File: config.mk
export PLATFORM = sky130hd
export DESIGN_NAME = uart_tx_arbiter
export DESIGN_NICKNAME = d
export VERILOG_FILES = /design/src/rtl/uart_pkg.sv /design/src/rtl/uart_rr_arbiter.sv /design/src/rtl/uart_tx_arbiter.sv
export SDC_FILE = /design/constraint.sdc
export NUM_CORES = 1
export LEC_CHECK = 0
export CAP_MARGIN = 30
export CELL_PAD_IN_SITES_DETAIL_PLACEMENT = 1
export CELL_PAD_IN_SITES_GLOBAL_PLACEMENT = 1
export CORE_AREA = 3 3 74 76
export DETAILED_ROUTE_END_ITERATION = 7
export DIE_AREA = 0 0 77 79
export PLACE_DENSITY_LB_ADDON = 0.1
export RECOVER_POWER = 100
export SLEW_MARGIN = 25
export SYNTH_ARGS = -nofsm -noshare
export SYNTH_HDL_FRONTEND = slang
export SYNTH_SLANG_ARGS = --single-unit
File: constraint.sdc
create_clock -name clk -period 3.2 [get_ports clk]
set_clock_uncertainty 0.05 [all_clocks]
set_input_delay 0.64 -clock clk [delete_from_list [all_inputs] [get_ports clk]]
set_output_delay 0.64 -clock clk [all_outputs]
set_load 0.01 [all_outputs]
File: src/rtl/uart_pkg.sv
// Shared types and constants for the UART transmit-side arbitration logic.
package uart_pkg;

    localparam int NUM_REQ_MAX = 8;

    typedef enum logic [1:0] {
        IDLE    = 2'd0,
        START   = 2'd1,
        WAIT_FI = 2'd2,
        GAP     = 2'd3
    } arb_state_e;

    // Down-counter width able to hold (v-1); a value of 0 or 1 still gets one bit.
    function automatic int cnt_width(input int v);
        return (v < 2) ? 1 : $clog2(v);
    endfunction

endpackage

File: src/rtl/uart_rr_arbiter.sv
// Combinational round-robin pick: rotate the request vector so that ptr sits
// at bit 0, take the lowest set bit, then rotate the index back.
module uart_rr_arbiter #(
    parameter int N = 4,
    parameter int W = $clog2(N)
) (
    input  logic [N-1:0] req,
    input  logic [W-1:0] ptr,
    output logic [N-1:0] gnt_onehot,
    output logic [W-1:0] gnt_id,
    output logic         any
);

    localparam logic [W:0] N_L = (W+1)'(N);

    logic [2*N-1:0] dbl;
    logic [N-1:0]   rot;
    logic [W-1:0]   enc;
    logic [W:0]     sum;

    // Rotate, priority-encode the lowest set bit, and map back to a requester index.
    always_comb begin
        dbl = {req, req} >> ptr;
        rot = dbl[N-1:0];
        enc = '0;
        any = 1'b0;
        for (int i = N - 1; i >= 0; i--) begin
            if (rot[i]) begin
                enc = W'(i);
                any = 1'b1;
            end
        end
        sum = {1'b0, enc} + {1'b0, ptr};
        if (sum >= N_L) begin
            sum = sum - N_L;
        end
        gnt_id     = sum[W-1:0];
        gnt_onehot = any ? (N'(1) << gnt_id) : '0;
    end

endmodule

File: src/rtl/uart_tx_arbiter.sv
// Round-robin scheduler sharing one UART transmitter between NUM_REQ byte
// producers, with optional inter-frame gap and transmitter watchdog.
// Optional feature macro: UART_TX_ARB_LOCK_EN (holds the grant on one
// requester until it delivers a byte flagged with req_last_i).
//
//   state   | meaning
//   --------+----------------------------------------------------------
//   IDLE    | waiting for enable_i and a valid requester; accepts a byte
//   START   | start_tx_o pulse to the transmitter
//   WAIT_FI | frame in flight; watchdog running until trans_fi_i
//   GAP     | enforced idle time before the next grant
module uart_tx_arbiter
    import uart_pkg::*;
#(
    parameter int NUM_REQ        = 4,
    parameter int GAP_CYCLES     = 0,
    parameter int TIMEOUT_CYCLES = 0
) (
    input  logic                       clk,
    input  logic                       reset,
    input  logic                       enable_i,
    input  logic [NUM_REQ-1:0]         req_valid_i,
    input  logic [NUM_REQ*8-1:0]       req_data_i,
    input  logic [NUM_REQ-1:0]         req_last_i,
    output logic [NUM_REQ-1:0]         req_ready_o,
    output logic [7:0]                 data_o,
    output logic                       tx_en_o,
    output logic                       start_tx_o,
    input  logic                       trans_fi_i,
    output logic [$clog2(NUM_REQ)-1:0] grant_id_o,
    output logic                       busy_o,
    output logic                       timeout_o
);

    localparam int ID_W  = $clog2(NUM_REQ);
    localparam int GAP_W = cnt_width(GAP_CYCLES);
    localparam int TO_W  = cnt_width(TIMEOUT_CYCLES);
    localparam logic [GAP_W-1:0] GAP_LOAD = (GAP_CYCLES > 0) ? GAP_W'(GAP_CYCLES - 1) : '0;
    localparam logic [TO_W-1:0]  TO_LOAD  = (TIMEOUT_CYCLES > 0) ? TO_W'(TIMEOUT_CYCLES - 1) : '0;

    arb_state_e         state;
    logic [ID_W-1:0]    rr_ptr;
    logic [GAP_W-1:0]   gap_cnt;
    logic [TO_W-1:0]    to_cnt;
    logic [NUM_REQ-1:0] arb_req;
    logic [NUM_REQ-1:0] arb_onehot;
    logic [ID_W-1:0]    arb_id;
    logic               arb_any;
    logic               accept;
    logic               to_expire;
    logic [7:0]         sel_byte;

    function automatic logic [ID_W-1:0] next_ptr(input logic [ID_W-1:0] g);
        return (int'(g) == NUM_REQ - 1) ? '0 : g + 1'b1;
    endfunction

`ifdef UART_TX_ARB_LOCK_EN
    logic locked;
    logic cur_last;

    // While locked only the currently granted requester may compete.
    always_comb begin
        arb_req = locked ? (req_valid_i & (NUM_REQ'(1) << grant_id_o)) : req_valid_i;
    end
`else
    logic unused_last;

    assign arb_req     = req_valid_i;
    assign unused_last = ^req_last_i;
`endif

    uart_rr_arbiter #(
        .N (NUM_REQ),
        .W (ID_W)
    ) u_rr (
        .req        (arb_req),
        .ptr        (rr_ptr),
        .gnt_onehot (arb_onehot),
        .gnt_id     (arb_id),
        .any        (arb_any)
    );

    assign accept      = (state == IDLE) && enable_i && arb_any && !reset;
    assign req_ready_o = accept ? arb_onehot : '0;
    assign to_expire   = (TIMEOUT_CYCLES != 0) && (to_cnt == '0);

    // Byte offered by the requester that wins this cycle.
    always_comb begin
        sel_byte = req_data_i[8*int'(arb_id) +: 8];
    end

    // Sequencer: grant, start pulse, frame wait with watchdog, gap.
    always_ff @(posedge clk) begin
        if (reset) begin
            state      <= IDLE;
            rr_ptr     <= '0;
            data_o     <= 8'h00;
            grant_id_o <= '0;
            tx_en_o    <= 1'b0;
            start_tx_o <= 1'b0;
            busy_o     <= 1'b0;
            timeout_o  <= 1'b0;
            gap_cnt    <= '0;
            to_cnt     <= '0;
`ifdef UART_TX_ARB_LOCK_EN
            locked     <= 1'b0;
            cur_last   <= 1'b0;
`endif
        end else begin
            start_tx_o <= 1'b0;
            timeout_o  <= 1'b0;
            case (state)
                IDLE: begin
                    if (accept) begin
                        data_o     <= sel_byte;
                        grant_id_o <= arb_id;
                        start_tx_o <= 1'b1;
                        tx_en_o    <= 1'b1;
                        busy_o     <= 1'b1;
                        state      <= START;
`ifdef UART_TX_ARB_LOCK_EN
                        locked     <= 1'b1;
                        cur_last   <= req_last_i[arb_id];
`else
                        rr_ptr     <= next_ptr(arb_id);
`endif
                    end
                end
                START: begin
                    to_cnt <= TO_LOAD;
                    state  <= WAIT_FI;
                end
                WAIT_FI: begin
                    if (trans_fi_i || to_expire) begin
                        tx_en_o   <= 1'b0;
                        timeout_o <= !trans_fi_i;
`ifdef UART_TX_ARB_LOCK_EN
                        if (cur_last) begin
                            locked <= 1'b0;
                            rr_ptr <= next_ptr(grant_id_o);
                        end
`endif
                        if (GAP_CYCLES == 0) begin
                            busy_o <= 1'b0;
                            state  <= IDLE;
                        end else begin
                            gap_cnt <= GAP_LOAD;
                            state   <= GAP;
                        end
                    end else if (TIMEOUT_CYCLES != 0) begin
                        to_cnt <= to_cnt - 1'b1;
                    end
                end
                GAP: begin
                    if (gap_cnt == '0) begin
                        busy_o <= 1'b0;
                        state  <= IDLE;
                    end else begin
                        gap_cnt <= gap_cnt - 1'b1;
                    end
                end
                default: state <= IDLE;
            endcase
        end
    end

endmodule

======== After elaboration in Yosys (flattened, before gate mapping) ========
Cells that the tools add are included.
Widths: inputs -> output; s select.
word-level totals
  input port bits ......................... 44
  word-level logic and storage cells ...... 64
  register bits ........................... 19
cells by class
  eq/ne operators ......................... 7
  mux-type cells .......................... 23
  bitwise operators ....................... 3
  $lt $le $gt $ge ......................... 1
  $add $sub $neg .......................... 4
  shift-type cells ........................ 3
  reduce and logical (&&, ||, !) cells .... 14
operators by type and width
  operator             count
  $shiftx 32x6->8      1
  $mux 2               9
  $mux 1               9
  $mux 4               2
  $pmux 2 s4           1
  $shr 8x2->4          1
  $ne 2x2->1 const B   3
  $reduce_and 3->1     2
  $eq 2x1->1 const B   2
  $eq 2x2->1 const B   2
  $reduce_and 4->1     1
  $shl 1x2->4 const A  1
  $add 2x2->3          1
  $ge 3x3->1 const B   1
  $logic_and 1x1->1    3
  $not 1->1            3
  $pmux 1 s3           1
  $reduce_bool 3->1    1
  $reduce_or 3->1      1
  $add 2x1->2 const B  1
  $logic_not 1->1      2
  $logic_not 2->1      1
  $pmux 1 s2           1
  $reduce_and 2->1     1
  other kinds (4)      4

======== Longest topological paths before layout ========
Gate-level depths: netlist of run 1.
  depth in word-level cells ............... 11
  gate-level depth with buffers ........... 12

======== By module ========
Synthesis of run 1 repeated with hierarchy kept, for this count alone.
second synthesis, totals
  cell total of the unflattened synthesis .. 128
  area total of the unflattened synthesis .. 1192.4 sq um
by module, submodules not included
  module           area each (sq um)  instances  sequential area each (sq um)  cells an instance
  uart_tx_arbiter  922.1              1          360.3                         90
  uart_rr_arbiter  270.3              1          0.0                           38

======== Worst setup path after synthesis of run 1 ========
Ideal clock, no wire load.
  kind .................................... in2out
  from .................................... input req_valid_i[2]
  to ...................................... output req_ready_o[3]
  path buffers ............................ 1
  slack ................................... 147 ps
  arrival ................................. 2363 ps
  stages .................................. 11
  cell sequence ........................... buf_2 > nor2_1 > nor3_1 > a21oi_1 > o21ai_0 > ha_1 > xnor2_1 > xnor2_2 > inv_2 > ha_1 > and3_1
between the ends
  word-level cells in the longest chain between the ends .. 11
ends and longest elaborated chain
  item                                       line                                          text
  from (decl)                                uart_tx_arbiter.sv:22                         input logic [NUM_REQ-1:0] req_valid_i,
  $shr 8x2->4 (*)                            uart_rr_arbiter.sv:23                         dbl = {req, req} >> ptr;
  $mux 2 (4 in a row)                        uart_rr_arbiter.sv:28                         if (rot[i]) begin
  $add 2x2->3                                uart_rr_arbiter.sv:33                         sum = {1'b0, enc} + {1'b0, ptr};
  $ge 3x3->1 or $sub 2x1->2 (tied branches)  uart_rr_arbiter.sv:34, uart_rr_arbiter.sv:35
  $mux 2                                     uart_rr_arbiter.sv:34                         if (sum >= N_L) begin
  $shl 1x2->4                                uart_rr_arbiter.sv:38                         gnt_onehot = any ? (N'(1) << gnt_id) : '0;
  $mux 4                                     uart_rr_arbiter.sv:38
  $mux 4 (*)                                 uart_tx_arbiter.sv:84                         assign req_ready_o = accept ? arb_onehot : '0;
  to (decl)                                  uart_tx_arbiter.sv:25                         output logic [NUM_REQ-1:0] req_ready_o,
Every way passes the cells marked *; elsewhere a longest branch is shown, timed or not.

======== Worst setup path in the final report of run 1 ========
  from .................................... input req_valid_i[3]
  to ...................................... output req_ready_o[3]
The elaborated chain is that of the path after synthesis.

==> out/metrics.cfg, run 1 <==
[run_status]
status = completed

[grt]
grt_pass1_wl_um = 7831
antenna_found_initial = 0
grt_pass1_vias = 1618
grt_max_degree = 17
grt_overflow = 0
grt.total_usage = 0.1564

[power_and_ir_drop]
p_per_area_nw_per_um2 = 408.1
ir_worst_vdd_mv = 0.2541
p_sw_frac = 0.3480
pwr-share-comb = 0.496
p_total_uw = 918.1
p_leak_nw = 1.036
clock_power_share = 0.211
internal-power_uw = 598.6
sequentialPowerShare = 0.293
switchingPower_uw = 319.5

[sta]
setup_viol = 0
grt_setup_unrepaired = false
slew_headroom = 0.4841
hold_viol_final = 0
fin_crit_ps = 3040
drv_slew = 0
fin_crit_sh = 0.9500
tightest_slew_ps = 773.9
max_freq_mhz = 328.9
setup_ws_ps = 160.0

[synth]
syn_inst = 163
ys_types = 39
syn_nets = 209
ys_dominant_reg_cell = dfxtp_1
synth-edff-count = 0
yosysWarnings = 0
syn_area_um2 = 1441
async_flop_share = 0
ys_ff_latch = 18
ys_seq_area_frac = 0.2500
syn_avg_cell_area_um2 = 8.843

[clock_network]
cts_buffer_depth = 2
root_buffer = clkbuf_8
cts_buffers = 3
clock-sinks = 18
clock_latency_ps = 260
htree_num_levels = 1
tritoncts = yes
clkTransAtPathRegs_ps = 80

[floorplan]
die_x_um = 77
die_y_um = 79
pin_count = 62
start_util = 0.3012
row_count = 25
die-area_um2 = 6083
core_region_area_um2 = 4786

[final_layout]
final_cell_mix = clkdlybuf4s50_1, nand2_1, mux2i_1
drive_gt1_frac = 0.2667
area.growth.synth_to_final_pct = 56.08
final_common_cell = clkdlybuf4s50_1
regArea_um2 = 360.3
fillers = 577
antennaDiodeCount = 0
fin_util = 0.4701
final_cells = 307
layout.nets = 287
multiInputGateArea_um2 = 993.5

[place]
dp_slack_ps = -796.9
dp_cells = 298
numPortBuffers = 57
place.gp.congestion = 0.8056
place_hpwl_um = 3612

[job]
cap_viol_max_count = 0

[worst_setup_path]
rr_endpoint = data_o[5]
critPathArrivalTime_ps = 2350
cp_common_cell = inv_2
crit_required_ps = 2510
r2r_cells = 9
critPathLaunchType = input port
critPathCaptureType = output pin
path_max_fanout = 3
rrSetupSlack_ps = 390
worstSetupPathType = in -> out
reg2reg_from = rr_ptr[0]
slowest_stage = o311a_2
critical_path.cell_chain = clkbuf_2 -> inv_2 -> o311a_2 -> o21ai_2 -> ha_4 -> xnor2_4 -> xnor2_2 -> inv_2 -> ha_2 -> and3_1 -> buf_2
crit_path_max_incr_delay_ps = 380

[drt]
dr.pass1.iters = 2
wire_per_inst_um = 15.31
via_per_inst = 4.873
postRouteAntennaNets = 0
drc = 0
drt_wl_total_um = 4701
vias = 1496
first_iter_violations = 22

[worst_hold_path]
hp-start = grant_id_o[0]
hold_path_end = grant_id_o[0]
hold_path_depth = 2
min_path_type = reg -> reg

## layout make-up
cell class                      count  area share
Clock buffer                        4     0.02447
Inverter                            5    0.008343
Multi-Input combinational cell    127      0.4416
Sequential cell                    18      0.1602
Tap cell                           67     0.03726
Timing Repair Buffer               86      0.3281
## stage by stage
step           area [um^2]  TNS (ps)  hold slack (ps)
2_1_floorplan         1441         0            429.2
5_1_grt               2250         0            462.2
6_report              2250         0            427.5
4_1_cts               2252    -52.23            436.3
3_3_place_gp          2162     -2710            403.5
3_5_place_dp          2162     -3310            421.1
## kinds of logic (layout without fill, tap and decap cells)
| family | after synthesis | count (layout) | share of synthesized area |
|---|---|---|---|
| AO/OA/AOI/OAI | 24 | 24 | 0.1710 |
| XOR/XNOR | 3 | 3 | 0.02344 |
| adder cells (fa/ha/maj) | 2 | 2 | 0.01736 |
| buffers and inverters | 18 | 95 | 0.09201 |
| flip-flops | 18 | 18 | 0.2500 |
| multiplexers | 24 | 24 | 0.1667 |
| other | 1 | 1 | 0.002602 |
| AND/OR/NAND/NOR | 73 | 73 | 0.2769 |
## worst max-delay path by stage
stage | endpoint | cells after the start | slack, ps | from
after global routing | req_ready_o[0] | 11 | 50 | req_valid_i[3]
after CTS | req_ready_o[3] | 12 | -50 | req_valid_i[2]
final | req_ready_o[3] | 11 | 160 | req_valid_i[3]
after global placement | req_ready_o[3] | 11 | -730 | req_valid_i[1]
after detailed placement | req_ready_o[3] | 11 | -800 | req_valid_i[0]
after floorplan | req_ready_o[3] | 11 | 150 | req_valid_i[2]
## synth_stat cells, types with 3 or more instances
master,n,area (um^2)
mux2i_1,24,240.2
nand2_1,24,90.09
dfxtp_1,18,360.4
nor2_1,11,41.29
nand3b_1,9,67.56
and3_1,8,50.05
and3_2,8,60.06
a21oi_1,6,30.03
buf_6,5,56.30
o41ai_2,5,81.33
inv_1,4,15.01
buf_2,3,15.01
nand2b_1,3,18.77
nor3_1,3,15.01
o41ai_1,3,26.28
## what timing repair did
item / in CTS / in global routing
gates resized for setup: 35 / 10
endpoints found under the setup margin: 4 / 4
gates cloned: 0 / 0
setup buffers: 1 / 4
hold buffers: 0 / 0
pin swaps: 5 / 6
## sequential cells by signal (all words and copies together), names as in the netlist
name,count
start_tx_o,1
tx_en_o,1
state,2
grant_id_o,2
data_o,8
timeout_o,1
rr_ptr,2
busy_o,1
## layer usage
layer | vias up | track usage | routed length (um)
met5 | - | 0 | 0
met4 | 0 | 0.02847 | 33
met3 | 4 | 0.03741 | 191
met2 | 37 | 0.2953 | 2431
met1 | 714 | 0.1802 | 2044
li1 | 741 | - | -
## power by group through the flow
stage	sequential [mW]	combinational, mW	clock (mW)
floorplan	0.281	0.261	0
global placement	0.273	0.437	0
detailed placement	0.274	0.453	0
CTS	0.270	0.468	0.201
global route	0.272	0.503	0.210
finish	0.269	0.455	0.194
## worst max-delay path: cells and delay by family
family | cells | cell delay [ps]
AO/OA/AOI/OAI | 2 | 560
buffers and inverters | 4 | 370
adder cells (fa/ha/maj) | 2 | 360
XOR/XNOR | 2 | 280
AND/OR/NAND/NOR | 1 | 140
Note: power is estimated with default switching activity, not from simulation.
==> run 2: changes to the inputs <==
--- a/config.mk
+++ b/config.mk
@@ -5,12 +5,13 @@
 export SDC_FILE = /design/constraint.sdc
 export NUM_CORES = 1
 export LEC_CHECK = 0
+export ABC_AREA = 1
 export CAP_MARGIN = 30
 export CELL_PAD_IN_SITES_DETAIL_PLACEMENT = 1
 export CELL_PAD_IN_SITES_GLOBAL_PLACEMENT = 1
-export CORE_AREA = 3 3 74 76
+export CORE_AREA = 3 3 70 72
 export DETAILED_ROUTE_END_ITERATION = 7
-export DIE_AREA = 0 0 77 79
+export DIE_AREA = 0 0 73 75
 export PLACE_DENSITY_LB_ADDON = 0.1
 export RECOVER_POWER = 100
 export SLEW_MARGIN = 25
==> out/metrics.cfg, run 2 <==
[final_layout]
antennaDiodeCount = 0  ; unchanged
regMostFlops = data_o
fin_area_um2 = 2008  ; -11%
area.growth.synth_to_final_pct = 79.33
layout.nets = 276  ; -3.8%
final_common_cell = clkdlybuf4s50_1
drive_gt1_frac = 0.2882  ; +0.02154
largest_reg_flops = 8  ; unchanged
final_cell_mix = clkdlybuf4s50_1, buf_4, nand2_1

[power_and_ir_drop]
p_leak_nw = 0.8820  ; -15%
ir_worst_vdd_mv = 0.2236  ; -12%
p_total_uw = 956.5  ; +4.2%
p_per_area_nw_per_um2 = 476.3  ; +17%

[synth]
ys_ff_latch = 18  ; unchanged
syn_nets = 195  ; -6.7%
yosysMostFrequentCell = nand2_1
synth-edff-count = 0  ; unchanged
synth_top_area_frac = 0.3218  ; +0.07179
yosysWarnings = 0  ; unchanged
ys_dominant_reg_cell = dfxtp_1
syn_avg_cell_area_um2 = 7.516  ; -15%
synth.area.top_cells = dfxtp_1, mux2i_1, nand3_1
synth.cells.most_frequent = nand2_1, nand3_1, dfxtp_1, mux2i_1, a21oi_1
ys_seq_area_frac = 0.3218  ; +0.07179
syn_inst = 149  ; -8.6%
async_flop_share = 0  ; unchanged
ys_types = 24  ; -38%
synth_top_cell_by_area = dfxtp_1
syn_area_um2 = 1120  ; -22%

[sta]
hold_viol_final = 0  ; unchanged
drv_slew = 0  ; unchanged
grt_setup_unrepaired = true
setup_viol = 0  ; unchanged
fin_crit_ps = 3065  ; +24.53 ps
fin_crit_sh = 0.9577  ; +0.007666
max_freq_mhz = 326.3  ; -0.80%

[place]
place.gp.congestion = 0.7699  ; -4.4%
post_dp_cell_area_um2 = 1859  ; -14%
place_hpwl_um = 3099  ; -14%
numPortBuffers = 57  ; unchanged

[clock_network]
clock_latency_ps = 260  ; about the same
holdBufCountCts = 0  ; unchanged
tritoncts = yes
cts_buffers = 3  ; unchanged
htree_num_levels = 1  ; unchanged
root_buffer = clkbuf_8
cts_buffer_depth = 2  ; unchanged
clock-sinks = 18  ; unchanged
clkTransAtPathRegs_ps = 70  ; about the same

[floorplan]
die_y_um = 75  ; -5.1%
start_util = 0.2572  ; -0.04399
die-area_um2 = 5475  ; -10%
pin_count = 62  ; unchanged
row_count = 24  ; -4.0%
core_region_area_um2 = 4354  ; -9.0%
die_x_um = 73  ; -5.2%

[drt]
via_per_inst = 4.683  ; -3.9%
drt_wl_total_um = 3878  ; -18%
first_iter_violations = 46  ; +110%
wire_per_inst_um = 13.80  ; -9.9%
postRouteAntennaNets = 0  ; unchanged
drc = 0  ; unchanged
dr.pass1.iters = 3  ; +1
vias = 1316  ; -12%

[worst_setup_path]
critPathCaptureType = output pin
critPathLaunchType = input port
crit_required_ps = 2510  ; about the same
critPathArrivalTime_ps = 2370  ; +20 ps
worstSetupPathType = in -> out
path_max_fanout = 5  ; +2

[run_status]
status = completed

[grt]
grt_overflow = 0  ; unchanged
grt_max_degree = 16  ; -1
grt_pass1_wl_um = 6334  ; -19%
grt_pass1_vias = 1434  ; -11%
grt.total_usage = 0.1505  ; -0.005884
antenna_found_initial = 0  ; unchanged

[worst_hold_path]
min_path_type = reg -> reg

[job]
cap_viol_max_count = 0  ; unchanged

-- run 2: critical path, stage by stage --
cell	delay [ps]
dlygate4sd2_1	250
nand2_2	80
nand3_2	60
nand2_2	90
nand3_2	60
a21boi_2	130
ha_2	210
xor2_2	160
buf_4	140
nand2_4	50
nand2_4	90
ha_4	120
inv_1	40
nor2_1	100
buf_2	140
-- run 2: final timing paths --
check / from / to / slack [ps] / cells past startpoint
max: req_valid_i[0] / req_ready_o[3] / 140 / 15
max reg2reg: rr_ptr[1] / data_o[4] / 900 / 15
min reg2reg: data_o[0] / data_o[0] / 410 / 2
min: data_o[0] / data_o[0] / 410 / 2
-- run 2: repair_timing --
action                                  CTS  global route
buffers inserted                          2             1
resized for setup                        30            16
endpoints found under the setup margin    4             4
pin swaps                                 8             9
-- run 2: report_power, final --
| group | total, mW | internal, mW | switching [mW] |
|---|---|---|---|
| registers | 0.265 | 0.249 | 0.0165 |
| logic | 0.500 | 0.261 | 0.239 |
| clock network | 0.191 | 0.109 | 0.0814 |
-- run 2: through the flow --
step	instances	TNS [ps]	setup WS [ps]	hold slack, ps	utilization
CTS	280	0	15.39	421.9	0.4489
global placement	274	-2226	-613.6	401.7	0.4270
detailed placement	274	-2653	-709.9	411.4	0.4270
floorplan	149	0	243.2	429.8	-
finish	281	0	135.4	414.6	0.4612
global route	281	-138.0	-63.03	439.5	0.4612
-- run 2: final cells by class --
cell class              instances  area (um^2)
fillers                       528         2346
multi-input cells             114        740.7
flip-flops and latches         18        362.8
inverters                      11        41.29
repair buffers                 82        743.2
well taps                      52        65.06
clock buffers                   4        55.05
-- run 2: cells by family (layout without fill, tap and decap cells) --
| group | count (synthesis) | count (layout) | share of synthesized area |
|---|---|---|---|
| xor+xnor | 1 | 1 | 0.007823 |
| other cells | 1 | 1 | 0.003349 |
| mux | 16 | 16 | 0.1430 |
| fa+ha+maj | 2 | 2 | 0.02234 |
| simple gates | 76 | 76 | 0.3251 |
| compound gates | 18 | 18 | 0.08492 |
| flops | 18 | 18 | 0.3218 |
| buf+inv | 17 | 97 | 0.09161 |
-- run 2: metal layers --
metal / vias to the layer above / wire length [um] / track usage / share of wire
met5: - / 0 / 0 / 0
met4: 0 / 54 / 0.05533 / 0.014
met1: 611 / 1602 / 0.1675 / 0.41
met2: 37 / 2042 / 0.2761 / 0.53
met3: 6 / 179 / 0.03738 / 0.046
li1: 662 / - / - / -
